==> src/rtl/fft_output_streamer.sv <==
// Output stage of the 32-point FFT: snapshots one complete frame from the last butterfly stage
// and streams it out one complex word per beat over valid/ready, in frequency order.
module fft_output_streamer #(
    parameter int DATA_WIDTH  = 8,
    parameter int INTEGER     = 4,
    parameter int FRACTION    = 4,
    parameter int BIT_REVERSE = 1
) (
    input  logic                     clk,
    input  logic                     reset,
    input  logic                     capture_start,
    input  logic [32*DATA_WIDTH-1:0] in_real_flat,
    input  logic [32*DATA_WIDTH-1:0] in_imag_flat,
    output logic                     out_valid,
    input  logic                     out_ready,
    output logic [DATA_WIDTH-1:0]    out_real,
    output logic [DATA_WIDTH-1:0]    out_imag,
    output logic [4:0]               out_index,
    output logic                     out_last,
    output logic                     busy,
    output logic                     frame_done,
    output logic                     overflow
);

    // The Q-format is only carried for documentation of the data; it must describe the word.
    if (INTEGER + FRACTION != DATA_WIDTH) begin : g_fmt_check
        $error("INTEGER + FRACTION must equal DATA_WIDTH");
    end

    typedef enum logic {
        IDLE   = 1'b0,
        STREAM = 1'b1
    } state_t;

    state_t     state;
    logic [4:0] k;
    logic       xfer;
    logic       final_xfer;
    logic       capture_en;
    logic [4:0] rd_idx;

    logic signed [DATA_WIDTH-1:0] buf_real_p0 [32];
    logic signed [DATA_WIDTH-1:0] buf_imag_p0 [32];

    function automatic logic [4:0] bitrev5(input logic [4:0] idx);
        bitrev5 = {idx[0], idx[1], idx[2], idx[3], idx[4]};
    endfunction

    assign xfer       = (state == STREAM) && out_ready;
    assign final_xfer = xfer && (k == 5'd31);
    // A frame is accepted when idle, or exactly as the previous frame's last beat leaves.
    assign capture_en = capture_start && ((state == IDLE) || final_xfer);
    assign rd_idx     = (BIT_REVERSE != 0) ? bitrev5(k) : k;

    always_ff @(posedge clk) begin
        if (reset) begin
            state      <= IDLE;
            k          <= 5'd0;
            frame_done <= 1'b0;
            overflow   <= 1'b0;
        end else begin
            frame_done <= final_xfer;
            case (state)
                IDLE: begin
                    k <= 5'd0;
                    if (capture_start) begin
                        state <= STREAM;
                    end
                end
                STREAM: begin
                    if (xfer) begin
                        if (k == 5'd31) begin
                            k     <= 5'd0;
                            state <= capture_start ? STREAM : IDLE;
                        end else begin
                            k <= k + 5'd1;
                        end
                    end
                    if (capture_start && !final_xfer) begin
                        overflow <= 1'b1;
                    end
                end
                default: begin
                    state <= IDLE;
                    k     <= 5'd0;
                end
            endcase
        end
    end

    // Stage p0: frame snapshot, held until the next accepted capture
    always_ff @(posedge clk) begin
        if (capture_en) begin
            for (int i = 0; i < 32; i++) begin
                buf_real_p0[i] <= in_real_flat[i*DATA_WIDTH +: DATA_WIDTH];
                buf_imag_p0[i] <= in_imag_flat[i*DATA_WIDTH +: DATA_WIDTH];
            end
        end
    end

    // Output read port: words leave bit-exact; idle outputs read zero
    assign out_valid = (state == STREAM);
    assign busy      = (state == STREAM);
    assign out_index = k;
    assign out_last  = (state == STREAM) && (k == 5'd31);
    assign out_real  = (state == STREAM) ? $unsigned(buf_real_p0[rd_idx]) : '0;
    assign out_imag  = (state == STREAM) ? $unsigned(buf_imag_p0[rd_idx]) : '0;

endmodule

==> config.mk <==
export PLATFORM = sky130hd
export DESIGN_NAME = fft_output_streamer
export DESIGN_NICKNAME = d
export VERILOG_FILES = /design/src/rtl/fft_output_streamer.sv
export SDC_FILE = /design/constraint.sdc
export NUM_CORES = 1
export LEC_CHECK = 0
export CORE_MARGIN = 4
export CORE_UTILIZATION = 35
export DETAILED_ROUTE_END_ITERATION = 10
export GPL_ROUTABILITY_DRIVEN = 1
export GPL_TIMING_DRIVEN = 0
export PLACE_DENSITY = 0.69
export SYNTH_ARGS = -nofsm -noshare
export SYNTH_HDL_FRONTEND = slang
export SYNTH_SLANG_ARGS = --single-unit
==> constraint.sdc <==
create_clock -name clk -period 45.5 [get_ports clk]
set_input_delay 9.1 -clock clk [delete_from_list [all_inputs] [get_ports clk]]
set_output_delay 9.1 -clock clk [all_outputs]
set_load 0.03 [all_outputs]
==> metrics.md <==
| Metric | Value |
|---|---|
| Run status | finished clean |
| Hold Path Class | flip-flop to flip-flop |
| Multi-input logic area | about 4200 um2 |
| Max-cap violations | 0 |
| Grt total ovfl | 0 |
| Layout cells sized above 1 | 16.96% |
| Peak supply drop | around 0.000031 V |
| Setup tns final | 0 ns |
| Worst-path clk slew | 0.06 ns |
| Crit Path Max Fanout | 10 |
| Dpl cells | around 2,200 |
| Crit path DAT | approximately 3.9 ns |
| Vias per cell | approximately 5.0 |
| Number of synthesized register bits | between 500 and 600 |
| Overall power | 1.139 mW |
| WP data required | roughly 36 ns |
| Initial DRT Pass Iterations | 5 |
| Mean Syn Cell Area | between 20 and 25 um2 |
| WS Path Type | flip-flop to primary output |
| Post_cts resized | 0 |
| Cell Count, Final, Fillers Out | approximately 2,300 |
| Unique masters post-synth | 34 |
| CP Launch Type | flip-flop |
| Sink Count | about 530 |
| Later-pin clock latency in the skew report | 0.60 ns |
| FILL cells | around 4,600 |
| Gpl congestion | between 0.7 and 0.8 |
| Vias in the first global route | between 10,000 and 15,000 |
| Initial Util | between 30 and 40% |
| Dpl ws | roughly 33 ns |
| Largest net degree at the start of global routing | 33 |
| Seq/Total Area, Yosys | slightly below 80% |
| Slew headroom | 41.06% |
| DRT Wirelength | roughly 64,000 um |
| Global-route wire length before repair | roughly 87,000 um |
| PD cells | around 39 nW/um2 |
| CTS Buffer Depth | 3 |
| Drt first-iter violations | between 700 and 800 |
| Routed len/inst | 27.66 um |
| Fmax | 0.07723 GHz |
| Area Overhead vs Synth | 43.52% |
| Remaining DRCs | 0 |
| YS warnings | 0 |
| Final Net Count | 2,011 |
| Syn Std Cell Area | about 20,000 um2 |
| DR vias | ~11,000 |
| Worst-Margin Slew | ~0.88 ns |
| Most used DFF post-synth | edfxtp_1 |
| Most frequent cells after synthesis | edfxtp_1 (512), mux4_2 (83), mux2i_1 (34), mux2_2 (32), mux4_1 (29) |
| Worst clock skew | 0.01964 ns |
| GRT Total Usage | 20.06% |
| Die Height | about 250 um |
| Area leader, netlist | edfxtp_1 |
| CTS tree | done |
| Min Tclk post-route | roughly 13 ns |
| Register area | roughly 16,000 um2 |
| Top cell type's share of synthesized area | about three quarters |
| RSZ-0062 raised after global routing | false |
| Clk root buf | clkbuf_16 |
| Max Slew Vio Count | 0 |
| Top-count cell post-synth | edfxtp_1 |
| Post-CTS Setup Inserts | 0 |
| Worst Setup End Kind | primary output |
| Final period utilization | between 20% and 30% |
| H-Tree Depth | 2 |
| PortBufs | between 500 and 600 |
| PnR worst setup slack | 32.55 ns |
| Post-Syn Nets | ~1,400 |
| Synth area leaders | edfxtp_1 (76%), mux4_2 (9.3%), mux4_1 (3.8%) |
| Fin. Hold Viols | 0 |
| Post-synth EDFFs | just over 500 |
| Asr flop ratio synth | 0% |
| Initial antenna violation count | 14 |
| Final Setup Violations | 0 |
| Cts hold-fix bufs | 0 |
| Pleak | 9.492 nW |
| Die Span X | between 200 and 250 um |
| Post-route cell area | between 20,000 and 30,000 um2 |
| Num rows | 87 |
| I/O pin cnt | 542 |
| Area after DPL | ~27,000 um2 |
| Core area | around 57,000 um2 |
| Core Util, Final | 50.94% |
| HPWL Detailed | about 49,000 um |
| Num CTS Buffers | 56 |
| Hold Slack | 0.4730 ns |
| Die area | roughly 61,000 um2 |
| Cell count after synthesis | approximately 880 |
| Routed Antenna Nets | 0 |
## critical path, cell delays in order (launching register included)
cell and delay [ns]:
dfxtp_1 0.38, buf_4 0.26, buf_4 0.25, buf_4 0.28
mux2i_1 0.15, a221oi_1 0.50, o21ai_0 0.39, a31oi_1 0.26
clkdlybuf4s50_1 0.77
## power breakdown
| group | total, mW | leakage (nW) | switching [mW] | internal, mW |
|---|---|---|---|---|
| clock network | 0.483 | 0.953 | 0.192 | 0.292 |
| registers | 0.569 | 4.98 | 0.00719 | 0.562 |
| logic | 0.0868 | 3.56 | 0.0319 | 0.0549 |
| total | 1.14 | 9.49 | 0.231 | 0.909 |
## cell usage in the layout, fill, tap and decap left out, types with 8 or more instances in the layout
| master | n |
|---|---|
| a221oi_1 | 11 |
| a22oi_1 | 17 |
| a31oi_1 | 17 |
| buf_12 | 15 |
| buf_2 | 12 |
| buf_4 | 11 |
| buf_6 | 8 |
| bufinv_16 | 11 |
| clkbuf_1 | 20 |
| clkbuf_16 | 57 |
| clkdlybuf4s50_1 | 540 |
| clkinv_1 | 11 |
| clkinv_2 | 11 |
| dfxtp_1 | 13 |
| edfxtp_1 | 512 |
| mux2_2 | 32 |
| mux2i_1 | 34 |
| mux4_1 | 29 |
| mux4_2 | 83 |
| nand2_1 | 12 |
| nor2_1 | 11 |
| o21ai_0 | 13 |
| o221ai_1 | 14 |
## flip-flops by register name (all words and copies together) (netlist names), named ones only
name	flops
buf_imag_p0	256
busy	1
buf_real_p0	256
overflow	1
frame_done	1
out_index	5
## path summary, 6_finish.rpt
path / start / endpoint / slack (ns) / depth (start not counted)
setup reg to reg: out_index[1] / buf_imag_p0[10][6] / 41.71 / 12
setup / recovery: flip-flop / out_imag[1] / 32.55 / 8
hold reg to reg: overflow / overflow / 0.47 / 2
hold / removal: overflow / overflow / 0.47 / 2
## routing by layer
metal / vias to the layer above / track usage [%] / share of wire, %
li1: 5021 / - / -
met4: 14 / 6.587 / 2.6
met5: - / 0 / 0.15
met3: 101 / 6.083 / 8.6
met1: 5782 / 24.08 / 38
met2: 490 / 34.69 / 51
## cell type report
class | instances | area share (%)
clock buffers | 62 | 5.003
multi-input cells | 298 | 14.40
plain buffers | 51 | 1.178
diodes | 6 | 0.05198
well taps | 756 | 3.274
flip-flops and latches | 525 | 54.12
inverters | 1 | 0.01299
repair buffers | 559 | 20.18
clock inverters | 43 | 1.771
## cell families (layout without fill, tap and decap cells)
group,count (synthesis),in the layout,synth area share [%]
AO/OA/AOI/OAI,82,82,3.027
XOR/XNOR,1,1,0.04352
adder cells (fa/ha/maj),3,3,0.1865
buffers and inverters,52,716,1.709
flip-flops,525,525,77.68
multiplexers,178,178,16.55
other,0,6,0
AND/OR/NAND/NOR,34,34,0.8019
Power figures use the tool's default switching activity.
